===== src/rtl/andrewm_uart_to_parallel.sv =====
// andrewm_uart_to_parallel
// UART receiver, 8N1, LSB first. Recovers bytes from the serial line, holds each
// in a one-byte buffer with a valid/ack handshake, and presents it both as a byte
// and as a selectable nibble. Bit timing matches the parallel-to-UART transmitter.
//
// Parameters:
//   CLKS_PER_BIT  clocks per bit period (4..256, even)
// Ports:
//   clk         single clock, all state on posedge
//   reset_n     asynchronous active-low reset (deassert synchronously at system level)
//   rx          serial line, idle high, asynchronous to clk
//   rx_ack      consumer accepts the held byte
//   err_clr     clears the sticky overrun / frame_err flags
//   nibble_sel  0: low nibble of rx_data, 1: high nibble
//   rx_data     held byte
//   rx_valid    rx_data holds an unacknowledged byte
//   nibble_out  nibble mux of rx_data
//   busy        receiver FSM not idle
//   frame_err   sticky: stop bit sampled low
//   overrun     sticky: byte completed while buffer full and not acked
// Configuration:
//   ANDREWM_RX_MAJORITY_EN  when defined, each bit decision is the 2-of-3 majority of
//                           the synchronized line at expiry-1, expiry and expiry+1.

module andrewm_uart_to_parallel #(
    parameter int unsigned CLKS_PER_BIT = 256
) (
    input  logic       clk,
    input  logic       reset_n,
    input  logic       rx,
    input  logic       rx_ack,
    input  logic       err_clr,
    input  logic       nibble_sel,
    output logic [7:0] rx_data,
    output logic       rx_valid,
    output logic [3:0] nibble_out,
    output logic       busy,
    output logic       frame_err,
    output logic       overrun
);

    localparam logic [7:0] HalfLoad = 8'(CLKS_PER_BIT / 2 - 1);
    localparam logic [7:0] FullLoad = 8'(CLKS_PER_BIT - 1);

    typedef enum logic [2:0] {StIdle, StStart, StData, StStop, StBreak} state_e;

    state_e     state_q;
    logic       rx_meta_q, rx_s_q, rx_prev_q;
    logic [7:0] bit_cnt_q;
    logic [2:0] bit_idx_q;
    logic [7:0] shreg_q;
    logic [7:0] rx_data_q;
    logic       rx_valid_q, frame_err_q, overrun_q;

    logic expiry, counting, fall;
    logic samp_go, samp;

    assign expiry   = (bit_cnt_q == 8'd0);
    assign counting = (state_q == StStart) || (state_q == StData) || (state_q == StStop);
    assign fall     = rx_prev_q & ~rx_s_q;

`ifdef ANDREWM_RX_MAJORITY_EN
    // Decision is made one cycle after expiry, once the expiry+1 sample is available.
    // The counter has already been reloaded by then, so frame timing is unchanged.
    logic s_early_q, s_mid_q, samp_pend_q;

    always_ff @(posedge clk or negedge reset_n) begin
        if (!reset_n) begin
            s_early_q   <= 1'b1;
            s_mid_q     <= 1'b1;
            samp_pend_q <= 1'b0;
        end else begin
            if (bit_cnt_q == 8'd1) s_early_q <= rx_s_q;
            if (counting && expiry) s_mid_q <= rx_s_q;
            samp_pend_q <= counting && expiry;
        end
    end

    assign samp_go = samp_pend_q;
    assign samp    = (s_early_q & s_mid_q) | (s_early_q & rx_s_q) | (s_mid_q & rx_s_q);
`else
    assign samp_go = counting && expiry;
    assign samp    = rx_s_q;
`endif

    always_ff @(posedge clk or negedge reset_n) begin
        if (!reset_n) begin
            state_q     <= StIdle;
            rx_meta_q   <= 1'b1;
            rx_s_q      <= 1'b1;
            rx_prev_q   <= 1'b1;
            bit_cnt_q   <= 8'd0;
            bit_idx_q   <= 3'd0;
            shreg_q     <= 8'd0;
            rx_data_q   <= 8'd0;
            rx_valid_q  <= 1'b0;
            frame_err_q <= 1'b0;
            overrun_q   <= 1'b0;
        end else begin
            rx_meta_q <= rx;
            rx_s_q    <= rx_meta_q;
            rx_prev_q <= rx_s_q;

            // Bit-period counter; reloads at every expiry while a frame is in flight.
            unique case (state_q)
                StIdle:                  bit_cnt_q <= fall ? HalfLoad : 8'd0;
                StStart, StData, StStop: bit_cnt_q <= expiry ? FullLoad : bit_cnt_q - 8'd1;
                default:                 bit_cnt_q <= 8'd0;
            endcase

            if (rx_ack && rx_valid_q) rx_valid_q <= 1'b0;
            // Clears come first so that a set later in this block wins.
            if (err_clr) begin
                frame_err_q <= 1'b0;
                overrun_q   <= 1'b0;
            end

            unique case (state_q)
                StIdle: begin
                    if (fall) state_q <= StStart;
                end
                StStart: begin
                    if (samp_go) begin
                        bit_idx_q <= 3'd0;
                        state_q   <= samp ? StIdle : StData;
                    end
                end
                StData: begin
                    if (samp_go) begin
                        shreg_q[bit_idx_q] <= samp;
                        bit_idx_q          <= bit_idx_q + 3'd1;
                        if (bit_idx_q == 3'd7) state_q <= StStop;
                    end
                end
                StStop: begin
                    if (samp_go) begin
                        if (samp) begin
                            // An ack in the delivery cycle frees the buffer for the new byte.
                            if (!rx_valid_q || rx_ack) begin
                                rx_data_q  <= shreg_q;
                                rx_valid_q <= 1'b1;
                            end else begin
                                overrun_q <= 1'b1;
                            end
                            state_q <= StIdle;
                        end else begin
                            frame_err_q <= 1'b1;
                            state_q     <= StBreak;
                        end
                    end
                end
                StBreak: begin
                    // Hold here until the line returns high so a stuck-low line
                    // is not taken as a stream of start bits.
                    if (rx_s_q) state_q <= StIdle;
                end
                default: state_q <= StIdle;
            endcase
        end
    end

    assign rx_data    = rx_data_q;
    assign rx_valid   = rx_valid_q;
    assign nibble_out = nibble_sel ? rx_data_q[7:4] : rx_data_q[3:0];
    assign busy       = (state_q != StIdle);
    assign frame_err  = frame_err_q;
    assign overrun    = overrun_q;

endmodule

===== config.mk =====
export PLATFORM = sky130hd
export DESIGN_NAME = andrewm_uart_to_parallel
export DESIGN_NICKNAME = d
export VERILOG_FILES = /design/src/rtl/andrewm_uart_to_parallel.sv
export SDC_FILE = /design/constraint.sdc
export NUM_CORES = 1
export LEC_CHECK = 0
export BUFFER_PORTS_ARGS = -buffer_cell sky130_fd_sc_hd__buf_2
export CORE_AREA = 2 2 61 63
export CTS_CLUSTER_DIAMETER = 40
export DETAILED_ROUTE_END_ITERATION = 16
export DIE_AREA = 0 0 63 65
export PLACE_DENSITY = 0.73
export SLEW_MARGIN = 5
export SYNTH_ARGS = -nofsm -noshare
export SYNTH_HDL_FRONTEND = slang
export SYNTH_SLANG_ARGS = --single-unit

===== constraint.sdc =====
create_clock -name clk -period 2 [get_ports clk]
set_input_delay 0.5 -clock clk [delete_from_list [all_inputs] [get_ports clk]]
set_output_delay 0.5 -clock clk [all_outputs]
set_load 0.01 [all_outputs]

==> reports/results.txt <==
Status - finished with violations
Failing checks - setup timing
Startpoint Class - flop
Synth-to-layout area growth - 26.63%
Site Rows - 22
Setup violations, final - 19
Die H - 65 um
CP Class - reg -> reg
Design Area, Final - 2142 um2
CP Buf/Inv Count - 0
Async set or reset register ratio after synthesis - 100.0%
Dpl hpwl - 2.326 mm
Number of global-route vias before repair - 1280
Mapped Avg Cell Area - 11.43 um2
Crit path capture type - flop
Setup ws final - -0.1025 ns
Syn_nets - 158
Slew at the pin closest to its max-slew limit - 0.7839 ns
Syn. warnings - 0
Final period util - 105.1%
Placer Congestion - 0.7679
Max cap viols - 0
Initial Util - 48.39%
Cts bufs inserted - 5
Ant. Diodes - 0
Final Skew - 0.008657 ns
Fin util - 61.27%
Final WL - 3.499 mm
Die width - 63 um
Total gr overflow - 0
Worst hold path class - in -> async
Leakage power - 1.020 nW
Yosys reg bits - 36
Commonest cells after routing, fill and taps aside - dfrtp_1 (33), buf_2 (21), buf_4 (17), mux2_2 (16), nor2_1 (8)
Post-synth EDFFs - 0
Seq/Total Area, Yosys - 53.48%
CP Max Fanout - 5
Largest net degree at the start of global routing - 37
Initial antenna violation count - 0
Clock-pin slew on the worst setup and hold paths - 0.11 ns
Post-DR wirelength/cell - 14.83 um
Initial drt markers - 19
Number of vias per cell - 5.373
I/O pin count - 22
Die Area - 4095 um2
Global-route wire length before repair - 5.913 mm
RSZ-0062 raised after global routing - yes
Synth unique cells - 36
Fin crit period - 2.102 ns
CORE AREA - 3496 um2
Drt pass-1 iters - 4
Input/output buffers - 21
Commonest non-fill, non-tap cell in the layout - dfrtp_1
Layout cells sized above 1 - 44.68%
Nets@finish - 197
Via count - 1268
Post-DRT Antenna Nets - 0
Placed cell areas - 1926 um2
GRT Overall Usage - 19.05%
DR DRC count - 0
CTS Buffer Depth - 2
Largest delay share family, worst path - simple AND/OR/NAND/NOR gates
CP peak stage delay - 0.57 ns
CP required - 2.23 ns
Max Clock Freq - 475.6 MHz
Max_slew headroom - 47.74%
Cts hold-fix bufs - 0
Clock sink total - 36
Mapped Cells - 148
Hold Slack - 0.2204 ns
Final Max Slew Viols - 0
Final hold violations - 0
Worst Path Arrival - 2.34 ns
PwrDens - 1038 nW/um2
CTS Root Buffer Type - clkbuf_4
Clock Latency Late Sink - 0.35 ns
Most used DFF post-synth - dfrtp_1
CTS tree - done
Mapped cell area - 1692 um2
Critical path's slowest cell - or4_4
CP most frequent cell - or4_4
Post-Place Setup Slack - -0.1727 ns
VDD IR-drop max - 0.0008735 V
Cells along the critical path - or4_4, or4_4, nor2_2, mux2_2
Sum Neg Setup Slack - -0.8700 ns
H-Tree Level Count - 2
-- through the flow --
step	power (mW)	instances
CTS	2.200	235
global route	2.384	236
floorplan	1.392	148
finish	2.224	236
global placement	1.583	223
detailed placement	1.620	223
-- metal layers --
layer	wire length [um]	track usage [%]
met4	43	8.333
met1	1575	24.49
met2	1763	30.32
met3	116	5.035
met5	0	0
-- layout make-up --
cell class	instances	area, um2
Sequential cell	36	904.6
Fill cell	289	1354
Tap cell	48	60.06
Multi-Input combinational cell	98	827.0
Timing Repair Buffer	39	247.7
Inverter	7	26.28
Clock buffer	6	41.29
Clock inverter	2	35.03
-- timing repair --
item / CTS / global route
buffers inserted: 4 / 1
pin swaps: 6 / 2
setup endpoints to repair: 20 / 26
gates resized for setup: 20 / 3
-- Yosys cell counts (all sizes together), types with 3 or more instances --
cell / number / area, um2
xnor2: 3 / 26.28
or3: 4 / 30.03
clkbuf: 5 / 18.77
mux2: 20 / 225.2
a21oi: 4 / 20.02
dfstp: 3 / 78.83
o21ai: 8 / 40.04
dfrtp: 33 / 825.8
inv: 7 / 26.28
nor2: 10 / 37.54
or4: 4 / 33.78
nor3: 6 / 30.03
nand2: 6 / 22.52
ha: 4 / 50.05
nand2b: 3 / 18.77
-- logic make-up (layout without fill, tap and decap cells) --
kind of cell	count (synthesis)	count (layout)	share of synthesized area [%]
compound gates	22	22	8.507
fa+ha+maj	4	4	2.959
buf+inv	14	54	3.255
flops	36	36	53.48
xor+xnor	5	5	2.589
simple gates	47	47	15.90
mux	20	20	13.31
-- worst register-to-register path, delay by kind of cell, from the launching register on --
kind	cells	cell delay, ns
and+or+nand+nor	3	1.26
DFF	1	0.39
muxes	1	0.34
-- registers in the layout, summed over array words and instances, names as in the netlist --
signal     cells
bit_cnt_q      8
rx_data        8
shreg_q        8
bit_idx_q      3
state_q        3
frame_err      1
overrun        1
rx_meta_q      1
rx_prev_q      1
rx_s_q         1
rx_valid       1
-- power by group --
part           switching, mW  leakage (nW)  total, mW  internal, mW
logic                  0.382         0.507      0.756         0.374
registers              0.117         0.471      0.970         0.853
clock network          0.236        0.0422      0.498         0.262
-- worst paths after layout --
| check | start | to | slack, ns | depth (start not counted) |
|---|---|---|---|---|
| worst max-delay path | bit_cnt_q[4] | shreg_q[6] | -0.10 | 4 |
| worst min-delay path | reset_n | bit_idx_q[0] | 0.22 | 1 |
| worst max register to register | bit_cnt_q[4] | shreg_q[6] | -0.10 | 4 |
| worst min register to register | rx_meta_q | rx_s_q | 0.36 | 0 |
| max in group asynchronous | reset_n | rx_data[3] | 1.28 | 1 |
| min in group clk | rx | rx_meta_q | 0.25 | 1 |
No activity file was read; power rests on OpenSTA's default activity.
